==> config.mk <==
export PLATFORM = sky130hd
export DESIGN_NAME = sysio_bus_arb
export DESIGN_NICKNAME = d
export VERILOG_FILES = /design/src/rtl/sysio_bus_arb.sv
export SDC_FILE = /design/constraint.sdc
export NUM_CORES = 1
export LEC_CHECK = 0
export CAP_MARGIN = 20
export CORE_AREA = 5 5 160 162
export CTS_BUF_LIST = sky130_fd_sc_hd__clkbuf_16
export CTS_CLUSTER_SIZE = 40
export DETAILED_ROUTE_END_ITERATION = 10
export DIE_AREA = 0 0 165 167
export PLACE_DENSITY_LB_ADDON = 0.3
export SETUP_SLACK_MARGIN = 0.2
export SYNTH_ARGS = -nofsm -noshare
export SYNTH_HDL_FRONTEND = slang
export SYNTH_SLANG_ARGS = --single-unit
==> constraint.sdc <==
create_clock -name clk -period 2.3 [get_ports clk]
set_input_delay 0.23 -clock clk [delete_from_list [all_inputs] [get_ports clk]]
set_output_delay 0.23 -clock clk [all_outputs]
set_load 0.01 [all_outputs]
==> src/rtl/sysio_bus_arb.sv <==
// Two-master round-robin arbiter for the sysio peripheral bus. It serialises whole
// AW+W or AR/R transactions and recovers hung reads with an error response.
module sysio_bus_arb #(
  parameter int unsigned        ADDR_W   = 32,
  parameter int unsigned        DATA_W   = 32,
  parameter logic [7:0]         TIMEOUT  = 8'd255,
  parameter logic [DATA_W-1:0]  ERR_DATA = 32'hDEAD_BEEF
) (
  input  logic              clk,
  input  logic              rst_n,
  input  logic [ADDR_W-1:0] m0_awaddr,
  input  logic              m0_awvalid,
  output logic              m0_awready,
  input  logic [DATA_W-1:0] m0_wdata,
  input  logic [3:0]        m0_wstrb,
  input  logic              m0_wvalid,
  output logic              m0_wready,
  input  logic [ADDR_W-1:0] m0_araddr,
  input  logic              m0_arvalid,
  output logic              m0_arready,
  output logic [DATA_W-1:0] m0_rdata,
  output logic              m0_rvalid,
  input  logic              m0_rready,
  input  logic [ADDR_W-1:0] m1_awaddr,
  input  logic              m1_awvalid,
  output logic              m1_awready,
  input  logic [DATA_W-1:0] m1_wdata,
  input  logic [3:0]        m1_wstrb,
  input  logic              m1_wvalid,
  output logic              m1_wready,
  input  logic [ADDR_W-1:0] m1_araddr,
  input  logic              m1_arvalid,
  output logic              m1_arready,
  output logic [DATA_W-1:0] m1_rdata,
  output logic              m1_rvalid,
  input  logic              m1_rready,
  output logic [ADDR_W-1:0] s_awaddr,
  output logic              s_awvalid,
  input  logic              s_awready,
  output logic [DATA_W-1:0] s_wdata,
  output logic [3:0]        s_wstrb,
  output logic              s_wvalid,
  input  logic              s_wready,
  output logic [ADDR_W-1:0] s_araddr,
  output logic              s_arvalid,
  input  logic              s_arready,
  input  logic [DATA_W-1:0] s_rdata,
  input  logic              s_rvalid,
  output logic              s_rready,
  output logic              owner_o,
  output logic              busy_o,
  output logic              tmo_o
);

  typedef enum logic [1:0] {IDLE, XFER, RWAIT, ERESP} state_e;

  state_e      state_q, state_d;
  logic        owner_q, owner_d;
  logic        op_q, op_d;            // 1 = write, 0 = read
  logic        tmo_q, tmo_d;
  logic [7:0]  cnt_q, cnt_d;
  logic        gnt;
  logic [1:0]  wreq, req;
  logic [1:0]  m_awready, m_wready, m_arready, m_rvalid;
  logic [DATA_W-1:0] rdata;
  logic        own_wreq, own_rreq, own_rready;

  assign wreq = {m1_awvalid & m1_wvalid, m0_awvalid & m0_wvalid};
  assign req  = wreq | {m1_arvalid, m0_arvalid};

  assign own_wreq   = owner_q ? wreq[1]    : wreq[0];
  assign own_rreq   = owner_q ? m1_arvalid : m0_arvalid;
  assign own_rready = owner_q ? m1_rready  : m0_rready;

  // Payloads follow the owner unconditionally; only the valids are gated.
  assign s_awaddr = owner_q ? m1_awaddr : m0_awaddr;
  assign s_wdata  = owner_q ? m1_wdata  : m0_wdata;
  assign s_wstrb  = owner_q ? m1_wstrb  : m0_wstrb;
  assign s_araddr = owner_q ? m1_araddr : m0_araddr;

  always_comb begin
    state_d   = state_q;
    owner_d   = owner_q;
    op_d      = op_q;
    cnt_d     = cnt_q;
    tmo_d     = 1'b0;
    gnt       = 1'b0;
    s_awvalid = 1'b0;
    s_wvalid  = 1'b0;
    s_arvalid = 1'b0;
    s_rready  = 1'b0;
    m_awready = 2'b00;
    m_wready  = 2'b00;
    m_arready = 2'b00;
    m_rvalid  = 2'b00;
    rdata     = '0;
    case (state_q)
      IDLE: begin
        if (|req) begin
          // On contention the master that did not own the bus last time wins.
          gnt     = (&req) ? ~owner_q : req[1];
          owner_d = gnt;
          op_d    = wreq[gnt];
          state_d = XFER;
        end
      end
      XFER: begin
        if (op_q) begin
          s_awvalid          = own_wreq;
          s_wvalid           = own_wreq;
          m_awready[owner_q] = s_awready;
          m_wready[owner_q]  = s_wready;
          if (!own_wreq || (s_awready && s_wready)) state_d = IDLE;
        end else begin
          s_arvalid          = own_rreq;
          m_arready[owner_q] = s_arready;
          if (own_rreq && s_arready) begin
            cnt_d   = 8'd0;
            state_d = RWAIT;
          end else if (!own_rreq) begin
            state_d = IDLE;
          end
        end
      end
      RWAIT: begin
        m_rvalid[owner_q] = s_rvalid;
        s_rready          = own_rready;
        rdata             = s_rdata;
        if (s_rvalid && own_rready) begin
          state_d = IDLE;
        end else if (!s_rvalid) begin
          cnt_d = cnt_q + 8'd1;
          if ((TIMEOUT != 8'd0) && (cnt_d == TIMEOUT)) begin
            state_d = ERESP;
            tmo_d   = 1'b1;
          end
        end
      end
      ERESP: begin
        // Late slave responses are drained here and never reach the master.
        m_rvalid[owner_q] = 1'b1;
        rdata             = ERR_DATA;
        s_rready          = 1'b1;
        if (own_rready) state_d = IDLE;
      end
      default: state_d = IDLE;
    endcase
  end

  always_ff @(posedge clk or negedge rst_n) begin
    if (!rst_n) begin
      state_q <= IDLE;
      owner_q <= 1'b1;
      op_q    <= 1'b0;
      cnt_q   <= 8'd0;
      tmo_q   <= 1'b0;
    end else begin
      state_q <= state_d;
      owner_q <= owner_d;
      op_q    <= op_d;
      cnt_q   <= cnt_d;
      tmo_q   <= tmo_d;
    end
  end

  assign m0_awready = m_awready[0];
  assign m1_awready = m_awready[1];
  assign m0_wready  = m_wready[0];
  assign m1_wready  = m_wready[1];
  assign m0_arready = m_arready[0];
  assign m1_arready = m_arready[1];
  assign m0_rvalid  = m_rvalid[0];
  assign m1_rvalid  = m_rvalid[1];
  assign m0_rdata   = rdata;
  assign m1_rdata   = rdata;
  assign owner_o    = owner_q;
  assign busy_o     = (state_q != IDLE);
  assign tmo_o      = tmo_q;

endmodule

* Word-level counts from Yosys, hierarchy flattened
Index checks and enable logic that the tools add are counted.
** Cells by class
- Add/subtract/negate cells :: 1
- Order comparisons :: 3
- Equal/unequal tests :: 14
- Muxes and demuxes :: 44
- Bitwise gates (word level) :: 8
- Reductions and logical operators :: 14
** Operators with widths (number)
- 32-bit two-way mux :: 3
- 32-bit one-hot mux with 2 select lines :: 1
- 8-bit two-way mux :: 4
- 2-bit two-way mux :: 15
- 8-bit one-hot mux with 2 select lines :: 1
- 1-bit two-way mux :: 15
- 2-bit != test, second input constant :: 6
- 3-bit != test, second input constant :: 3
- 8-bit by 1-bit adder with 8-bit output, second input constant :: 1
- 2-bit AND :: 4
- 8-bit == test, second input constant :: 1
- 2-bit one-hot mux with 4 select lines :: 1
- 6-bit AND reduction :: 1
- 5-bit AND reduction :: 1
- 2-bit == test, second input constant :: 2
- 1-bit logical AND :: 4
- 1-bit by 2-bit less-than comparator with 1-bit output, second input constant :: 2
- 4-bit two-way mux :: 1
- 4-bit != test, second input constant :: 1
- 2-bit one-hot mux with 2 select lines :: 1
- 2-bit AND reduction :: 2
- 2-bit nonzero test :: 2
- 1-bit AND :: 2
- 2-bit by 1-bit == test with 1-bit output, second input constant :: 1
- other kinds (9) :: 9
** Storage, ports and cells
- Register bits :: 13
- Input port bits :: 246
- Output and inout bits :: 179
- Word-level logic and storage cells :: 89

* Logic depth before layout (Yosys ltp)
Gate-level depths: netlist of run 1.
- Word-level depth :: 7
- Mapped depth :: 6
- Depth with buffers taken out :: 6

* Worst setup path after synthesis of run 1
Ideal clock, no wire load.
- Path kind :: register to output
- Start :: register owner_q (netlist: owner_o)
- End :: output port s_araddr[10]
- Data arrival time :: 1.516 ns
- Data required time :: 2.070 ns
- Slack :: 0.554 ns
- Cell stages (with the launch flop) :: 5
- Path buffers :: 3
- Cell sequence :: dfstp_2 buf_4 buf_2 buf_2 mux2_2
** Between the ends
- Longest elaborated chain between the ends :: 1
** RTL lines
- start: declaration :: RTL line 58 : logic owner_q, owner_d;
- start signal: assignment :: RTL line 159 : owner_q <= owner_d;
- 32-bit two-way mux :: RTL line 79 : assign s_araddr = owner_q ? m1_araddr : m0_araddr;
- end: declaration :: RTL line 44 : output logic [ADDR_W-1:0] s_araddr,
Every way passes these cells.

* Worst setup path in the final report of run 1
- Start :: register owner_q (netlist: owner_o)
- End :: output port s_araddr[2]
Same word-level chain as after synthesis.

==> impl_results.md, run 1 <==
- Final Core Density: 0.2983
- Total wire length: between 20000 and 25000 um
- Tcrit/Tclk final: 0.9606
- Clk_lat worst skew: 0.24 ns
- Synth Register Bits: 13
- Slew Limit Fails: 0
- Routed len/inst: 20.09 um
- Die W: 165 um
- Synth unique cells: 37
- Power Total: around 5.3 mW
- First-pass GRT wire length: ~28000 um
- Clock Tree Root: clkbuf_16
- Setup Crit Path Kind: reg -> out
- Hold buffer count at CTS: 0
- Setup Skew: roughly 0.0012 ns
- Die Footprint: ~28000 um2
- Worst-Margin Slew: 0.6406 ns
- Syn nets: approximately 560
- Element type at the critical path start: flip-flop
- Place WS: approximately 0.031 ns
- Die height: 167 um
- Sequential-to-total area share from yosys stat: 0.1283
- Hold slack: 0.3861 ns
- Min Tclk post-route: roughly 2.2 ns
- Critical Path End Type: output port
- Core area: approximately 24000 um2
- Worst-path fanout max: 15
- Cells after synthesis: around 310
- Overall Global Routing Usage: 0.1326
- Vias in the first global route: between 4000 and 5000
- Reg clk slew, reported paths: ~0.050 ns
- Commonest cells after routing, fill and taps aside: 337 x clkdlybuf4s50_1, 101 x mux2_2, 77 x dlygate4sd2_1, 53 x nor2_1, 13 x o21ai_0
- Worst hold path class: in -> async
- Initial antenna violation count: 3
- Port Buffers: ~420
- Sum Neg Setup Slack: 0 ns
- Area Growth Syn to Fin: 180.9%
- Starting Density: 0.1062
- Gpl congestion: roughly 0.82
- Final hold vios: 0
- Maximum clock rate: about 0.45 GHz
- Placed Area: just under 7000 um2
- Layout fillers: ~2600
- Share of cells above drive strength 1: 0.2014
- Slew headroom: 0.5716
- Cell Area, Synth: roughly 2500 um2
- Dpl hpwl: between 15000 and 20000 um
- Leak pwr: between 2 and 3 nW
- Final std cells w/o fill: approximately 1000
- Detail Route Antenna Nets: 0
- Largest net degree at the start of global routing: 35
- VDD IR max: 344.0 uV
- Cell Rows: between 50 and 60
- CTS tree: done
- CTS Buffer Depth: 2
- TritonCTS Buffers: 3
- 1st-pass router iterations: 4
- Placed Cells: 1017
- Worst EP required: 2.07 ns
- Yosys Warn Count: 0
- CTS sink count: 13
- Pwr dens: about 740 nW/um2
- DRT iter0 DRCs: 117
- Final Instance Area: between 7000 and 8000 um2
- Final setup viols: 0
- Final setup margin: roughly 0.09 ns
- Final nets: 954
- Drt drc: 0
- Vias/cell: between 3 and 4
- Status: completed
- Most common cell after layout, fill and taps aside: clkdlybuf4s50_1
- GRT overflow: 0
- Unrepaired setup endpoints after global routing: true
- ANT cells: 0
- # IOs: 425
- H-tree level count: 1
- Average size of a mapped cell: a little over 8 um2
- Worst EP arrival: 1.98 ns
- Via count: 3871
- Max-cap viol count: 0
## report_power, final
group	switching (mW)	total [mW]	internal [mW]	leakage [nW]
Sequential	0.0933	0.384	0.291	0.171
Clock	0.0978	0.327	0.229	0.0423
Combinational	2.00	4.56	2.56	2.69
## repair_timing
action | 4_1_cts | 5_1_grt
gates cloned | 0 | 3
setup endpoints to repair | 107 | 89
resized for setup | 94 | 20
pin swaps | 0 | 1
buffers inserted | 3 | 2
endpoints found under the hold margin | 0 | 0
## synth_stat cells (all sizes together)
library cell,count,share of area
a21oi,6,0.012
a22o,1,0.0034
a31oi,1,0.0025
a41oi,1,0.0034
and2,8,0.020
and3,9,0.022
buf,48,0.13
clkbuf,4,0.0059
dfrtp,12,0.12
dfstp,1,0.010
ha,2,0.0098
inv,4,0.0059
mux2,102,0.45
mux2i,1,0.0039
nand2,11,0.016
nand2b,3,0.0074
nand3,4,0.0079
nand4,1,0.0025
nor2,59,0.087
nor2b,1,0.0034
nor3,2,0.0039
nor4,2,0.0049
o211a,1,0.0039
o21a,1,0.0030
o21ai,15,0.029
o22ai,1,0.0025
o2bb2ai,1,0.0034
o31ai,2,0.0059
o41a,1,0.0044
or2,1,0.0025
or4,1,0.0030
xnor2,2,0.0069
xor2,2,0.0069
## worst paths after layout
path,endpoint,depth (start not counted),startpoint,slack (ns)
min,cnt_q[1],1,rst_n,0.39
max,s_araddr[2],3,owner_o,0.09
min reg2reg,cnt_q[7],2,cnt_q[7],0.53
max reg2reg,state_q[0],6,owner_o,0.34
max in group asynchronous,op_q,1,rst_n,1.46
min in group clk,cnt_q[7],2,cnt_q[7],0.53
## worst max-delay path: stages, from the launching register on
cell             delay [ns]
dfstp_4                0.67
buf_8                  0.18
mux2_2                 0.38
clkdlybuf4s50_1        0.49
## cell families (layout without fill, tap and decap cells)
kind of cell | after synthesis | count (layout) | share of synthesized area
mux | 103 | 103 | 0.4553
flops | 13 | 13 | 0.1283
xor+xnor | 4 | 4 | 0.01377
fa+ha+maj | 2 | 2 | 0.009831
buf+inv | 56 | 450 | 0.1386
compound gates | 31 | 31 | 0.07375
simple gates | 102 | 102 | 0.1804
## area by class of cell
cell class / instances / area, um2 / area share
multi-input combinational: 242 / 1919 / 0.2685
sequential: 13 / 332.8 / 0.04656
inverter: 4 / 15.01 / 0.002100
timing repair buffer: 442 / 4397 / 0.6151
tap: 324 / 405.4 / 0.05671
clock buffer: 3 / 75.07 / 0.01050
clock inverter: 1 / 3.754 / 0.0005251
## registers in the layout (all words and copies together), names as in the netlist
register and flops:
owner_o 1, state_q 2, tmo_o 1, op_q 1
cnt_q 8
## per-layer routing
| layer | vias to the layer above | GRT usage | share of wire |
|---|---|---|---|
| met1 | 1750 | 0.1362 | 0.36 |
| met5 | - | 0 | 0.0023 |
| met3 | 19 | 0.05981 | 0.12 |
| li1 | 1847 | - | - |
| met4 | 6 | 0.01700 | 0.011 |
| met2 | 249 | 0.2504 | 0.51 |
(Power assumes the default switching activity.)
==> inputs of run 2 (changes only) <==
--- a/config.mk
+++ b/config.mk
@@ -13,6 +13,7 @@
 export DIE_AREA = 0 0 165 167
 export PLACE_DENSITY_LB_ADDON = 0.3
 export SETUP_SLACK_MARGIN = 0.2
+export SLEW_MARGIN = 20
 export SYNTH_ARGS = -nofsm -noshare
 export SYNTH_HDL_FRONTEND = slang
 export SYNTH_SLANG_ARGS = --single-unit
==> results of run 2 <==
Same layout as run 1: the final DEF is identical, and so are final timing and power.
==> inputs of run 3 (changes only) <==
==> constraint.sdc (replaced) <==
create_clock -name clk -period 2.3 [get_ports clk]
set_input_delay 0.69 -clock clk [delete_from_list [all_inputs] [get_ports clk]]
set_output_delay 0.69 -clock clk [all_outputs]
set_load 0.01 [all_outputs]
==> impl_results.md, run 3 (synthesis gave the netlist of run 1 again) <==
- Vias/cell: ~3.9
- Maximum clock rate: between 0.4 and 0.5 GHz
- Port Buffers: 424
- TritonCTS Buffers: 3
- Max-cap viol count: 0
- Clk_lat worst skew: approximately 0.24 ns
- Starting Density: 0.1062
- Setup Crit Path Kind: reg -> out
- Die W: around 170 um
- Reg clk slew, reported paths: 0.05 ns
- Detail Route Antenna Nets: 0
- Final Core Density: 0.3563
- Max reg flops: 8
- Min Tclk post-route: about 2.5 ns
- 1st-pass router iterations: 6
- First-pass GRT wire length: slightly below 30000 um
- Most common cell after layout, fill and taps aside: clkdlybuf4s50_1
- CTS tree: done
- Sum Neg Setup Slack: -10.26 ns
- Total wire length: approximately 22000 um
- Largest net degree at the start of global routing: 28
- Leak pwr: between 4 and 5 nW
- Area Growth Syn to Fin: 235.5%
- Element type at the critical path start: flip-flop
- Via count: approximately 4200
- Commonest cells after routing, fill and taps aside: 214 x clkdlybuf4s50_1, 149 x buf_6, 98 x mux2_4, 44 x nor2_1, 33 x buf_2
- Die Footprint: approximately 28000 um2
- Reg2reg end: state_q[0]
- Cell family with most CP delay: flip-flops
- Overall Global Routing Usage: 0.1417
- Pwr dens: between 900 and 1000 nW/um2
- Critical-path cell list: buf_12 > buf_6 > buf_12 > buf_8 > and3_4 > o21a_4 > buf_6
- Reg2reg path depth: 10
- Share of cells above drive strength 1: 0.5201
- Status: finished with violations
- Gpl congestion: between 0.8 and 0.9
- VDD IR max: around 360 uV
- Hold_sp: cnt_q[7]
- Critical Path End Type: output port
- Cell Rows: 57
- Switching share of power: 0.3774
- Biggest register: cnt_q
- ANT cells: 0
- H-tree level count: 1
- Clock Tree Root: clkbuf_16
- CP Buf/Inv Count: 5
- Dpl hpwl: 17750 um
- CP max-delay cell: dfstp_4
- Switch Pwr: about 2.9 mW
- Placed Cells: approximately 1000
- Worst-Margin Slew: about 0.62 ns
- Routed len/inst: approximately 20 um
- Max incr delay on CP: between 0.6 and 0.7 ns
- Final hold vios: 0
- Final setup viols: ~100
- Setup Skew: between 0.001 and 0.0015 ns
- Tcrit/Tclk final: 1.086
- Worst hold path class: reg -> reg
- Violated checks: setup timing
- Hold EP: cnt_q[7]
- Vias in the first global route: 4298
- Final nets: around 1000
- Slew headroom: 0.5865
- Cell count of the worst hold path: 2
- Drt drc: 0
- Core area: 23960 um2
- CTS Buffer Depth: 2
- Die height: about 170 um
- GRT overflow: 0
- Regs by FF count: cnt_q (8), state_q (2)
- Initial antenna violation count: 5
- DRT iter0 DRCs: roughly 180
- CTS sink count: 13
- Reg2Reg Setup Slack: approximately 0.060 ns
- Final std cells w/o fill: 1095
- Worst-path fanout max: 6
- Internal power: between 4 and 5 mW
- Worst EP arrival: between 1.5 and 2 ns
- Logic pwr share: 0.914
- Final setup margin: -0.1987 ns
- Clk network pwr share: 0.043
- FF-to-FF Start: owner_o
- Unrepaired setup endpoints after global routing: true
- Slew Limit Fails: 0
- Reg power frac: 0.043
- # IOs: between 400 and 500
- Hold slack: ~0.53 ns
- Worst EP required: approximately 1.6 ns
- Place WS: -0.6587 ns
[run 3: through the flow]
step	power, mW	instance area [um2]
6_report	7.734	8538
5_1_grt	8.095	8538
4_1_cts	6.726	7786
3_5_place_dp	5.223	7196
3_3_place_gp	5.267	7196
2_1_floorplan	2.511	2555
[run 3: power groups by stage]
stage | Clock, mW | Combinational (mW) | Sequential [mW]
final | 0.330 | 7.07 | 0.333
after global routing | 0.350 | 7.41 | 0.339
after CTS | 0.335 | 6.05 | 0.336
after detailed placement | 0 | 4.85 | 0.369
after global placement | 0 | 4.90 | 0.370
after floorplan | 0 | 2.18 | 0.335
[run 3: what timing repair did]
action                     in CTS  in global routing
setup endpoints to repair     179                155
resized for setup             880                195
hold buffers                    0                  0
cloned                          5                  3
buffers inserted               27                 11
pin swaps                      39                 16
[run 3: worst max-delay path by stage]
stage / startpoint / to / slack, ns / cells past startpoint
final: owner_o / s_awvalid / -0.20 / 7
after global routing: owner_o / s_awvalid / -0.24 / 7
after CTS: owner_o / s_awaddr[24] / -0.20 / 6
after detailed placement: m1_arvalid / s_arvalid / -0.66 / 4
after global placement: m1_arvalid / s_arvalid / -0.67 / 4
after floorplan: owner_o / s_araddr[10] / 0.19 / 4
[run 3: layout make-up]
cell class	count	area, um2
clock inverters	1	3.754
fillers	2459	15420
repair buffers	508	5274
flip-flops and latches	13	330.3
well taps	324	405.4
clock buffers	3	75.07
inverters	4	15.01
multi-input cells	242	2435
[run 3: per-layer routing]
metal	up-vias	GRT usage	part of all wire
li1	1979	-	-
met1	1983	0.1767	0.41
met3	27	0.04548	0.10
met2	227	0.2406	0.47
met4	10	0.02459	0.014
met5	-	0	0.0027
[run 3: worst reg2reg max path, cell delays in order (launching register included)]
cell and delay, ns:
dfstp_4 0.48, buf_12 0.15, buf_6 0.12, buf_12 0.12
buf_8 0.12, and3_4 0.15, buf_4 0.13, buf_6 0.10
o211a_4 0.26, or4_4 0.42, o21ai_2 0.12
